===== config.mk =====
export PLATFORM = sky130hd
export DESIGN_NAME = master_req_engine_flat
export DESIGN_NICKNAME = d
export VERILOG_FILES = /design/src/rtl/fifos_pkg.sv /design/src/rtl/master_req_engine_if.sv /design/src/rtl/master_req_engine_tag_tracker.sv /design/src/rtl/master_req_engine.sv /design/src/flat_wrapper.sv
export SDC_FILE = /design/constraint.sdc
export NUM_CORES = 1
export LEC_CHECK = 0
export BUFFER_PORTS_ARGS = -buffer_cell sky130_fd_sc_hd__buf_2
export CAP_MARGIN = 20
export CORE_MARGIN = 2
export CORE_UTILIZATION = 38
export CTS_CLUSTER_DIAMETER = 150
export DETAILED_ROUTE_END_ITERATION = 8
export PLACE_DENSITY = 0.66
export SYNTH_ARGS = -nofsm -noshare
export SYNTH_HDL_FRONTEND = slang
export SYNTH_SLANG_ARGS = --single-unit

===== constraint.sdc =====
create_clock -name clk -period 3.2 [get_ports clk]
set_clock_uncertainty 0.05 [all_clocks]
set_input_delay 0.32 -clock clk [delete_from_list [all_inputs] [get_ports clk]]
set_output_delay 0.32 -clock clk [all_outputs]
set_load 0.005 [all_outputs]

===== src/rtl/fifos_pkg.sv =====
// Packet widths, request/response type encodings and control-field packing
// shared by the master request engine and its tag tracker.
package fifos_pkg;
    localparam int DATA_LINE_WIDTH    = 64;
    localparam int CONTROL_LINE_WIDTH = 6;
    localparam int PACKET_WIDTH       = DATA_LINE_WIDTH + CONTROL_LINE_WIDTH;
    localparam int TAG_WIDTH          = 4;
    localparam int NUM_TAGS           = 16;
    localparam int COUNT_WIDTH        = 5;

    typedef enum logic [1:0] {
        REQ_INVALID = 2'b00,
        REQ_RD_ADDR = 2'b01,
        REQ_WR_ADDR = 2'b10,
        REQ_WR_DATA = 2'b11
    } req_type_e;

    typedef enum logic [1:0] {
        RSP_INVALID  = 2'b00,
        RSP_RD_DATA  = 2'b01,
        RSP_WR_ACK   = 2'b10,
        RSP_RESERVED = 2'b11
    } rsp_type_e;

    typedef enum logic [1:0] {
        ST_IDLE      = 2'b00,
        ST_SEND_ADDR = 2'b01,
        ST_SEND_DATA = 2'b10
    } send_state_e;

    function automatic logic [CONTROL_LINE_WIDTH-1:0] pack_ctrl(
        input logic [1:0]           typ,
        input logic [TAG_WIDTH-1:0] tag
    );
        return {typ, tag};
    endfunction
endpackage


===== src/rtl/master_req_engine_if.sv =====
// Core request/response handshake plus send/receive FIFO port bundle.
// The master modport is the engine side; slave is the core/FIFO side.
interface master_req_engine_if;
    import fifos_pkg::*;

    logic                          i_req_valid;
    logic                          o_req_ready;
    logic                          i_req_write;
    logic [DATA_LINE_WIDTH-1:0]    i_req_addr;
    logic [DATA_LINE_WIDTH-1:0]    i_req_wdata;
    logic [TAG_WIDTH-1:0]          o_req_tag;
    logic [PACKET_WIDTH-1:0]       o_sreq_inbits;
    logic                          o_sreq_wen;
    logic                          i_sreq_full;
    logic                          o_rresp_ren;
    logic [PACKET_WIDTH-1:0]       i_rresp_outbits;
    logic                          i_rresp_empty;
    logic                          o_resp_valid;
    logic                          i_resp_ready;
    logic                          o_resp_write;
    logic [TAG_WIDTH-1:0]          o_resp_tag;
    logic [DATA_LINE_WIDTH-1:0]    o_resp_data;
    logic [COUNT_WIDTH-1:0]        o_outstanding;
    logic                          o_err_unexpected;

    modport master (
        input  i_req_valid, i_req_write, i_req_addr, i_req_wdata,
        input  i_sreq_full, i_rresp_outbits, i_rresp_empty, i_resp_ready,
        output o_req_ready, o_req_tag, o_sreq_inbits, o_sreq_wen, o_rresp_ren,
        output o_resp_valid, o_resp_write, o_resp_tag, o_resp_data,
        output o_outstanding, o_err_unexpected
    );

    modport slave (
        output i_req_valid, i_req_write, i_req_addr, i_req_wdata,
        output i_sreq_full, i_rresp_outbits, i_rresp_empty, i_resp_ready,
        input  o_req_ready, o_req_tag, o_sreq_inbits, o_sreq_wen, o_rresp_ren,
        input  o_resp_valid, o_resp_write, o_resp_tag, o_resp_data,
        input  o_outstanding, o_err_unexpected
    );
endinterface


===== src/rtl/master_req_engine_tag_tracker.sv =====
// Outstanding-tag scoreboard: busy bit per tag, in-flight count and a sticky
// flag for responses that match no outstanding tag or carry a bad type.
module tag_tracker
    import fifos_pkg::*;
(
    input  logic                   clk,
    input  logic                   rst_n,
    input  logic                   i_set_en,
    input  logic [TAG_WIDTH-1:0]   i_set_tag,
    input  logic                   i_clr_en,
    input  logic [TAG_WIDTH-1:0]   i_clr_tag,
    input  logic                   i_clr_bad,
    output logic [NUM_TAGS-1:0]    o_busy_vec,
    output logic [COUNT_WIDTH-1:0] o_count,
    output logic                   o_err
);
    logic [NUM_TAGS-1:0]    r_busy;
    logic [COUNT_WIDTH-1:0] r_count;
    logic                   r_err;
    logic                   w_clr_hit;

    // A bad-type response never retires a tag, even if the tag is busy.
    assign w_clr_hit = i_clr_en && !i_clr_bad && r_busy[i_clr_tag];

    always_ff @(posedge clk or negedge rst_n) begin
        if (!rst_n) begin
            r_busy  <= '0;
            r_count <= '0;
            r_err   <= 1'b0;
        end else begin
            if (i_set_en) begin
                r_busy[i_set_tag] <= 1'b1;
            end
            if (w_clr_hit) begin
                r_busy[i_clr_tag] <= 1'b0;
            end
            case ({i_set_en, w_clr_hit})
                2'b10:   r_count <= r_count + COUNT_WIDTH'(1);
                2'b01:   r_count <= r_count - COUNT_WIDTH'(1);
                default: r_count <= r_count;
            endcase
            if (i_clr_en && !w_clr_hit) begin
                r_err <= 1'b1;
            end
        end
    end

    assign o_busy_vec = r_busy;
    assign o_count    = r_count;
    assign o_err      = r_err;
endmodule


===== src/rtl/master_req_engine.sv =====
// Formats core requests into address/data packets for the send FIFO and
// drains the response FIFO into a one-entry response register for the core.
//   state     | meaning
//   IDLE      | ready for a request if next tag is free
//   SEND_ADDR | address packet offered to send FIFO
//   SEND_DATA | write-data packet offered to send FIFO
module master_req_engine
    import fifos_pkg::*;
(
    input  logic                clk,
    input  logic                rst_n,
    master_req_engine_if.master bus
);
    send_state_e                r_state;
    send_state_e                w_state_nxt;
    logic [TAG_WIDTH-1:0]       r_next_tag;
    logic [TAG_WIDTH-1:0]       r_tag;
    logic                       r_write;
    logic [DATA_LINE_WIDTH-1:0] r_wdata;
    logic [PACKET_WIDTH-1:0]    r_pkt;
    logic                       w_req_ready;
    logic                       w_accept;
    logic                       w_sreq_wen;
    logic                       w_set_en;
    logic [NUM_TAGS-1:0]        w_busy;
    logic [COUNT_WIDTH-1:0]     w_count;
    logic                       w_err;

    logic                       r_rd_pending;
    logic                       r_resp_valid;
    logic                       r_resp_write;
    logic [TAG_WIDTH-1:0]       r_resp_tag;
    logic [DATA_LINE_WIDTH-1:0] r_resp_data;
    logic                       w_rresp_ren;
    rsp_type_e                  w_rsp_type;
    logic [TAG_WIDTH-1:0]       w_rsp_tag;
    logic                       w_rsp_bad;

    always_comb begin
        w_state_nxt = r_state;
        w_req_ready = 1'b0;
        w_accept    = 1'b0;
        w_sreq_wen  = 1'b0;
        w_set_en    = 1'b0;
        case (r_state)
            ST_IDLE: begin
                w_req_ready = !w_busy[r_next_tag];
                if (bus.i_req_valid && w_req_ready) begin
                    w_accept    = 1'b1;
                    w_state_nxt = ST_SEND_ADDR;
                end
            end
            ST_SEND_ADDR: begin
                w_sreq_wen = !bus.i_sreq_full;
                if (w_sreq_wen) begin
                    w_set_en    = 1'b1;
                    w_state_nxt = r_write ? ST_SEND_DATA : ST_IDLE;
                end
            end
            ST_SEND_DATA: begin
                w_sreq_wen = !bus.i_sreq_full;
                if (w_sreq_wen) begin
                    w_state_nxt = ST_IDLE;
                end
            end
            default: w_state_nxt = ST_IDLE;
        endcase
    end

    always_ff @(posedge clk or negedge rst_n) begin
        if (!rst_n) begin
            r_state    <= ST_IDLE;
            r_next_tag <= '0;
            r_tag      <= '0;
            r_write    <= 1'b0;
            r_wdata    <= '0;
            r_pkt      <= '0;
        end else begin
            r_state <= w_state_nxt;
            if (w_accept) begin
                r_tag      <= r_next_tag;
                r_next_tag <= r_next_tag + TAG_WIDTH'(1);
                r_write    <= bus.i_req_write;
                r_wdata    <= bus.i_req_wdata;
                r_pkt      <= {pack_ctrl(bus.i_req_write ? REQ_WR_ADDR : REQ_RD_ADDR, r_next_tag),
                               bus.i_req_addr};
            end else if (r_state == ST_SEND_ADDR && w_sreq_wen && r_write) begin
                r_pkt <= {pack_ctrl(REQ_WR_DATA, r_tag), r_wdata};
            end
        end
    end

    // Only one FIFO read in flight, and only when the response register is free
    // (or being emptied this cycle), so a captured response is never overwritten.
    assign w_rresp_ren = !bus.i_rresp_empty && !r_rd_pending && (!r_resp_valid || bus.i_resp_ready);
    assign w_rsp_type  = rsp_type_e'(bus.i_rresp_outbits[PACKET_WIDTH-1 -: 2]);
    assign w_rsp_tag   = bus.i_rresp_outbits[DATA_LINE_WIDTH +: TAG_WIDTH];
    assign w_rsp_bad   = (w_rsp_type != RSP_RD_DATA) && (w_rsp_type != RSP_WR_ACK);

    always_ff @(posedge clk or negedge rst_n) begin
        if (!rst_n) begin
            r_rd_pending <= 1'b0;
            r_resp_valid <= 1'b0;
            r_resp_write <= 1'b0;
            r_resp_tag   <= '0;
            r_resp_data  <= '0;
        end else begin
            r_rd_pending <= w_rresp_ren;
            if (r_rd_pending) begin
                r_resp_valid <= 1'b1;
                r_resp_write <= (w_rsp_type == RSP_WR_ACK);
                r_resp_tag   <= w_rsp_tag;
                r_resp_data  <= (w_rsp_type == RSP_RD_DATA) ?
                                bus.i_rresp_outbits[DATA_LINE_WIDTH-1:0] : '0;
            end else if (r_resp_valid && bus.i_resp_ready) begin
                r_resp_valid <= 1'b0;
            end
        end
    end

    tag_tracker u_tag_tracker (
        .clk        (clk),
        .rst_n      (rst_n),
        .i_set_en   (w_set_en),
        .i_set_tag  (r_tag),
        .i_clr_en   (r_rd_pending),
        .i_clr_tag  (w_rsp_tag),
        .i_clr_bad  (w_rsp_bad),
        .o_busy_vec (w_busy),
        .o_count    (w_count),
        .o_err      (w_err)
    );

    assign bus.o_req_ready      = w_req_ready;
    assign bus.o_req_tag        = r_next_tag;
    assign bus.o_sreq_inbits    = r_pkt;
    assign bus.o_sreq_wen       = w_sreq_wen;
    assign bus.o_rresp_ren      = w_rresp_ren;
    assign bus.o_resp_valid     = r_resp_valid;
    assign bus.o_resp_write     = r_resp_write;
    assign bus.o_resp_tag       = r_resp_tag;
    assign bus.o_resp_data      = r_resp_data;
    assign bus.o_outstanding    = w_count;
    assign bus.o_err_unexpected = w_err;
endmodule


===== src/flat_wrapper.sv =====
// flat-port wrapper written by rule: the top's interface ports become plain ports
module master_req_engine_flat import fifos_pkg::*;
  (clk, rst_n, bus_i_req_valid, bus_i_req_write, bus_i_req_addr, bus_i_req_wdata, bus_i_sreq_full, bus_i_rresp_outbits, bus_i_rresp_empty, bus_i_resp_ready, bus_o_req_ready, bus_o_req_tag, bus_o_sreq_inbits, bus_o_sreq_wen, bus_o_rresp_ren, bus_o_resp_valid, bus_o_resp_write, bus_o_resp_tag, bus_o_resp_data, bus_o_outstanding, bus_o_err_unexpected);
  master_req_engine_if bus_i ();
  input  logic clk;
  input  logic rst_n;
  input wire logic [$bits(bus_i.i_req_valid)-1:0] bus_i_req_valid;
  input wire logic [$bits(bus_i.i_req_write)-1:0] bus_i_req_write;
  input wire logic [$bits(bus_i.i_req_addr)-1:0] bus_i_req_addr;
  input wire logic [$bits(bus_i.i_req_wdata)-1:0] bus_i_req_wdata;
  input wire logic [$bits(bus_i.i_sreq_full)-1:0] bus_i_sreq_full;
  input wire logic [$bits(bus_i.i_rresp_outbits)-1:0] bus_i_rresp_outbits;
  input wire logic [$bits(bus_i.i_rresp_empty)-1:0] bus_i_rresp_empty;
  input wire logic [$bits(bus_i.i_resp_ready)-1:0] bus_i_resp_ready;
  output wire logic [$bits(bus_i.o_req_ready)-1:0] bus_o_req_ready;
  output wire logic [$bits(bus_i.o_req_tag)-1:0] bus_o_req_tag;
  output wire logic [$bits(bus_i.o_sreq_inbits)-1:0] bus_o_sreq_inbits;
  output wire logic [$bits(bus_i.o_sreq_wen)-1:0] bus_o_sreq_wen;
  output wire logic [$bits(bus_i.o_rresp_ren)-1:0] bus_o_rresp_ren;
  output wire logic [$bits(bus_i.o_resp_valid)-1:0] bus_o_resp_valid;
  output wire logic [$bits(bus_i.o_resp_write)-1:0] bus_o_resp_write;
  output wire logic [$bits(bus_i.o_resp_tag)-1:0] bus_o_resp_tag;
  output wire logic [$bits(bus_i.o_resp_data)-1:0] bus_o_resp_data;
  output wire logic [$bits(bus_i.o_outstanding)-1:0] bus_o_outstanding;
  output wire logic [$bits(bus_i.o_err_unexpected)-1:0] bus_o_err_unexpected;
  assign bus_i.i_req_valid = bus_i_req_valid;
  assign bus_i.i_req_write = bus_i_req_write;
  assign bus_i.i_req_addr = bus_i_req_addr;
  assign bus_i.i_req_wdata = bus_i_req_wdata;
  assign bus_i.i_sreq_full = bus_i_sreq_full;
  assign bus_i.i_rresp_outbits = bus_i_rresp_outbits;
  assign bus_i.i_rresp_empty = bus_i_rresp_empty;
  assign bus_i.i_resp_ready = bus_i_resp_ready;
  assign bus_o_req_ready = bus_i.o_req_ready;
  assign bus_o_req_tag = bus_i.o_req_tag;
  assign bus_o_sreq_inbits = bus_i.o_sreq_inbits;
  assign bus_o_sreq_wen = bus_i.o_sreq_wen;
  assign bus_o_rresp_ren = bus_i.o_rresp_ren;
  assign bus_o_resp_valid = bus_i.o_resp_valid;
  assign bus_o_resp_write = bus_i.o_resp_write;
  assign bus_o_resp_tag = bus_i.o_resp_tag;
  assign bus_o_resp_data = bus_i.o_resp_data;
  assign bus_o_outstanding = bus_i.o_outstanding;
  assign bus_o_err_unexpected = bus_i.o_err_unexpected;
  master_req_engine u_core (.clk(clk), .rst_n(rst_n), .bus(bus_i));
endmodule

Word level (Yosys, flattened, before mapping)
Index checks and enable logic that the tools add are counted.
{"block": "classes", "n_addsub": 3, "n_lt_le_gt_ge": 5, "eq_ne": 11, "mux": 28, "bitwise": 3, "reduce_logical": 26}
{"op": "two-way mux 70 bit", "n": 2}
{"op": "two-way mux 64 bit", "n": 1}
{"op": "two-way mux 16 bit", "n": 2}
{"op": "bitwise AND 16 bit", "n": 1}
{"op": "NOT 16 bit", "n": 1}
{"op": "OR 16 bit", "n": 1}
{"op": "< comparator 4 x 5 -> 1 bit, second input constant", "n": 3}
{"op": "logical AND 1 bit", "n": 12}
{"op": "two-way mux 1 bit", "n": 12}
{"op": "two-way mux 2 bit", "n": 5}
{"op": "one-hot mux 5 bit (2 select lines)", "n": 1}
{"op": "binary-select mux 1 bit (select 4 bit)", "n": 2}
{"op": "demux 1 bit (select 4 bit)", "n": 2}
{"op": "greater-or-equal comparator 4 x 1 -> 1 bit, second input constant", "n": 2}
{"op": "zero test 1 bit", "n": 7}
{"op": "equality test 2 x 1 -> 1 bit, second input constant", "n": 3}
{"op": "equality test 2 bit, second input constant", "n": 3}
{"op": "!= test 2 bit, second input constant", "n": 3}
{"op": "one-hot mux 2 bit (3 select lines)", "n": 1}
{"op": "nonzero test 2 bit", "n": 3}
{"op": "adder 5 x 1 -> 5 bit, second input constant", "n": 1}
{"op": "subtractor 5 x 1 -> 5 bit, second input constant", "n": 1}
{"op": "adder 4 x 1 -> 4 bit, second input constant", "n": 1}
{"op": "!= test 2 x 1 -> 1 bit, second input constant", "n": 2}
{"op": "4 further kinds", "n": 4}
{"block": "word_totals", "regBits": 238, "output_inout_bits": 153}

Logic depth before layout (Yosys ltp)
{"block": "logic_depth", "depth_word": 8, "depth_mapped": 13, "ltp_nobuf": 12}

Cells and area by module
From an unflattened synthesis, not the netlist that was laid out.
{"block": "hier_totals", "hier_cells": 1065, "area_unflattened_um2": 10390.0}
{"module": "master_req_engine", "n_inst": 1, "cells_each": 937, "area_each_um2": 9118.7}
{"module": "tag_tracker", "n_inst": 1, "cells_each": 128, "area_each_um2": 1271.2}

Worst setup path before layout
OpenSTA, ideal clock, no wires.
{"block": "synth_path", "path_kind": "input to register", "from": "in bus_i_rresp_outbits[64]", "to": "reg u_core.u_tag_tracker.r_count[4], in the netlist u_core.u_tag_tracker.o_count[4]", "arrival_ps": 3382, "slack_ps": -312, "stages": 13, "path_cell_list": "clkbuf_1 > mux4_2 > mux4_2 > and2_1 > ha_1 > clkbuf_1 > xor2_1 > ha_1 > o21a_1 > o22a_1 > a21oi_1 > mux2i_1 > xnor2_1"}
{"block": "synth_via", "elab_chain_cells": 5}
{"element": "start: declaration", "line": "flat_wrapper.sv:12", "rtl": "input wire logic [$bits(bus_i.i_rresp_outbits)-1:0] bus_i_rresp_outbits;"}
{"element": "binary-select mux 1 bit (select 4 bit) (*)", "line": "master_req_engine_tag_tracker.sv:23", "rtl": "assign w_clr_hit = i_clr_en && !i_clr_bad && r_busy[i_clr_tag];"}
{"element": "two-way mux 1 bit (not written as such) (*)", "line": "master_req_engine_tag_tracker.sv:23"}
{"element": "logical AND 1 bit (*)", "line": "master_req_engine_tag_tracker.sv:23"}
{"element": "equality test 2 x 1 -> 1 bit or equality test 2 bit (tied branches)", "line": "master_req_engine_tag_tracker.sv:37", "rtl": "case ({i_set_en, w_clr_hit})"}
{"element": "one-hot mux 5 bit (2 select lines) or nonzero test 2 bit (tied branches)"}
{"element": "end signal: assignment", "line": "master_req_engine_tag_tracker.sv:38", "rtl": "2'b10: r_count <= r_count + COUNT_WIDTH'(1);"}
{"element": "end signal: assignment", "line": "master_req_engine_tag_tracker.sv:39", "rtl": "2'b01: r_count <= r_count - COUNT_WIDTH'(1);"}
{"element": "end signal: assignment", "line": "master_req_engine_tag_tracker.sv:40", "rtl": "default: r_count <= r_count;"}
{"element": "end: declaration", "line": "master_req_engine_tag_tracker.sv:18", "rtl": "logic [COUNT_WIDTH-1:0] r_count;"}
Mark *: on every way between the ends. The rest lies on a longest branch, timed or not. The select of a mux whose other input is x is not followed.
A chain may end at the register's enable or synchronous reset.

Final worst setup path
{"block": "layout_path", "from": "reg u_core.u_tag_tracker.r_busy[15], in the netlist u_core.u_tag_tracker.o_busy_vec[15]", "to": "reg u_core.u_tag_tracker.r_count[4], in the netlist u_core.u_tag_tracker.o_count[4]"}
{"block": "layout_via", "elab_chain_cells": 5}
{"element": "start: declaration", "line": "master_req_engine_tag_tracker.sv:17", "rtl": "logic [NUM_TAGS-1:0] r_busy;"}
{"element": "start signal: assignment", "line": "master_req_engine_tag_tracker.sv:27", "rtl": "r_busy <= '0;"}
{"element": "start signal: indexed assignment", "line": "master_req_engine_tag_tracker.sv:32", "rtl": "r_busy[i_set_tag] <= 1'b1;"}
{"element": "start signal: indexed assignment", "line": "master_req_engine_tag_tracker.sv:35", "rtl": "r_busy[i_clr_tag] <= 1'b0;"}
{"element": "binary-select mux 1 bit (select 4 bit) (*)", "line": "master_req_engine_tag_tracker.sv:23"}
{"element": "two-way mux 1 bit (not written as such) (*)", "line": "master_req_engine_tag_tracker.sv:23"}
{"element": "logical AND 1 bit (*)", "line": "master_req_engine_tag_tracker.sv:23"}
{"element": "equality test 2 x 1 -> 1 bit or equality test 2 bit (tied branches)", "line": "master_req_engine_tag_tracker.sv:37"}
{"element": "one-hot mux 5 bit (2 select lines) or nonzero test 2 bit (tied branches)"}
Marks and branches as above.

==> flow_summary.ini <==
[synthesis]
synth-main-ff-cell = dfrtp_1
ys_seq_elements = 238
yosysMostFrequentCell = dfrtp_1
ys_warn_count = 0
ys_types = 40
synth_top_area_share_pct = 56.6
synth.area.top_cells = dfrtp_1 57%, mux2_1 15%, mux2_2 7.8%
syn_inst = 829
synth_nets = 1045
async_flop_share_pct = 100
synth_commonest_cells = 238 x dfrtp_1, 138 x mux2_1, 73 x inv_1, 73 x mux2_2, 68 x o21ai_0
syn-mean-instance-area_um2 = 12.7
synth_edf_count = 0
seq_area_frac_synth_pct = 56.6
syn_area_um2 = 10500
synth_largest_area_cell = dfrtp_1

[placed_design]
place_ws_ns = -0.0371
dp_hpwl_um = 20000
numPortBuffers = 357
place.gp.congestion = 0.884

[hold_path]
hp-class = primary input to flop
holdPathStages = 2

[global_route]
grt_pass1_vias = 8913
grt_max_degree = 121
grt-ovfl-total = 0
antenna_found_initial = 2
track_usage_pct = 20.2
grt_pass1_wl_um = 46800

[detailed_routing]
num_vias = 8411
wl_per_cell_um = 17.2
drt_first_pass_iters = 5
drt-total-wl_um = 30400
drt_iter0_markers = 370
drc = 0
via_per_inst = 4.77
ant_nets = 0

[layout]
fill_cells = 2107
finalNetCount = 1589
layout-drive-gt1-share_pct = 36.8
area_delta_synth_final_pct = 47.4

[critical_path]
critPathLaunchType = flop
crit_type = flop to flop
end_kind = flop
cp.arrival_ns = 3.50
cp_max_fo = 3
required_ns = 3.59
reg2regPathDepth = 11

[sta]
tns_ns = 0
rsz0062_at_grt = false
post-route-min-period_ns = 3.11
worst_slack_ns = 0.0904
post-route-period-util_pct = 97.2
slew_headroom_pct = 30.9
setup_viol = 0
worst_slew_pin_slew_ns = 1.04
finalHoldViolations = 0
report.final.slew_viol_count = 0
fmax_mhz = 322

[floorplanning]
pin_count = 358
die_h_um = 170
start_util_pct = 38.8
dieWidth_um = 170
core_um2 = 27100
rows = 60
dieArea_um2 = 29000

[clock_tree]
cts_buffers = 26
tritoncts = yes
clock_latency_ns = 0.53
h-tree-depth = 1
path_clk_slew_ns = 0.06
cts_root_buf = clkbuf_16
clockBufferDepth = 3
cts_sinks = 238

[pwr]
ir_worst_vdd_mv = 0.604
p_leak_nw = 7.33
p_per_area_nw_per_um2 = 799
fin_total_pwr_mw = 12.4

[run_status]
status = finished clean

[run]
maxCapViolCount = 0
## layer usage
metal | up-vias | track usage (%) | wire length (um)
met5 | - | 0 | 13
met3 | 61 | 6.30 | 2810
met1 | 4034 | 24.2 | 12200
met4 | 2 | 6.80 | 993
met2 | 361 | 34.6 | 14400
li1 | 3953 | - | -
## logic make-up after synthesis
family	share of synthesized area, %
buffers and inverters	5.23
muxes	25.0
xor gates and xnor gates	0.750
adders and majority gates	1.31
and+or+nand+nor	5.17
AOI/OAI and AO/OA	5.88
DFF	56.6
## final timing paths
kind	from	end	slack, ns
setup / recovery	u_core.u_tag_tracker.o_busy_vec[15]$_DFF_PN0_	u_core.u_tag_tracker.o_count[4]$_DFFE_PN0P_	0.09
hold / removal	bus_i_req_addr[42]	u_core.bus.o_sreq_inbits[42]$_DFFE_PN0P_	0.01
setup reg to reg	u_core.u_tag_tracker.o_busy_vec[15]$_DFF_PN0_	u_core.u_tag_tracker.o_count[4]$_DFFE_PN0P_	0.09
hold reg to reg	u_core.r_wdata[61]$_DFFE_PN0P_	u_core.r_wdata[61]$_DFFE_PN0P_	0.43
max in group asynchronous	rst_n	u_core.bus.o_resp_data[62]$_DFFE_PN0P_	1.97
min in group asynchronous	rst_n	u_core.bus.o_sreq_inbits[51]$_DFFE_PN0P_	0.26
## cells in the final DEF, fill, tap and decap left out, drive strengths merged, types with 4 or more instances in the layout
cell type and count:
nor3 5, clkinv 4, clkbuf 42, nand2 20, ha 11, buf 384
mux2i 5, a21oi 28, xor2 6, nor2b 9, mux4 9, dfrtp 238
dlygate4sd3 182, o21ai 68, mux2 211, nand3 52, a31oi 8, nor2 11
inv 73
## through the flow
step / instances / utilization [%] / hold WS [ns] / instance area [um^2]
floorplan: 829 / - / -0.0256 / 10500
global placement: 1533 / 47.3 / 0.255 / 12800
detailed placement: 1533 / 47.3 / 0.254 / 12800
CTS: 1762 / 57.1 / 0.00134 / 15500
global route: 1765 / 57.2 / 0.00525 / 15500
finish: 1765 / 57.2 / 0.0108 / 15500
## registers in the layout, indices dropped and copies added, names as in the netlist
| signal | flops |
|---|---|
| u_core.r_wdata | 64 |
| u_core.r_write | 1 |
| u_core.bus.o_resp_write | 1 |
| u_core.bus.o_req_tag | 4 |
| u_core.bus.o_sreq_inbits | 70 |
| u_core.u_tag_tracker.o_busy_vec | 16 |
| u_core.bus.o_resp_valid | 1 |
| u_core.u_tag_tracker.o_count | 5 |
| u_core.r_tag | 4 |
| u_core.bus.o_resp_tag | 4 |
| u_core.r_rd_pending | 1 |
| u_core.u_tag_tracker.o_err | 1 |
| u_core.r_state | 2 |
| u_core.bus.o_resp_data | 64 |
## final cells by class
class | count | area (um^2) | share of cell area, %
antenna | 1 | 2.50 | 0.0161
clock buffer | 42 | 792 | 5.11
clock inverter | 5 | 27.5 | 0.178
inverter | 73 | 274 | 1.77
multi-input combinational | 468 | 4050 | 26.1
sequential | 238 | 5960 | 38.4
tap | 372 | 465 | 3.00
timing repair buffer | 566 | 3930 | 25.4
## where the power goes
group	internal, mW	switching (mW)
sequential	4.21	0.753
combinational	2.56	1.99
clock	1.68	1.19
total	8.45	3.93
## worst max-delay path, stage by stage, from the launching register on
cell	delay [ns]
dfrtp_1	0.41
mux4_2	0.49
mux4_2	0.49
and2_4	0.17
ha_4	0.16
xor2_1	0.15
ha_2	0.19
o21a_1	0.16
o22a_1	0.20
a21oi_2	0.15
mux2i_1	0.25
xnor2_1	0.14
## repair_timing
action	4_1_cts	5_1_grt
setup buffers	0	2
resized for setup	0	1
endpoints found under the hold margin	242	0
hold buffers	182	0
setup endpoints to repair	0	1
No activity file was read; power rests on OpenSTA's default activity.
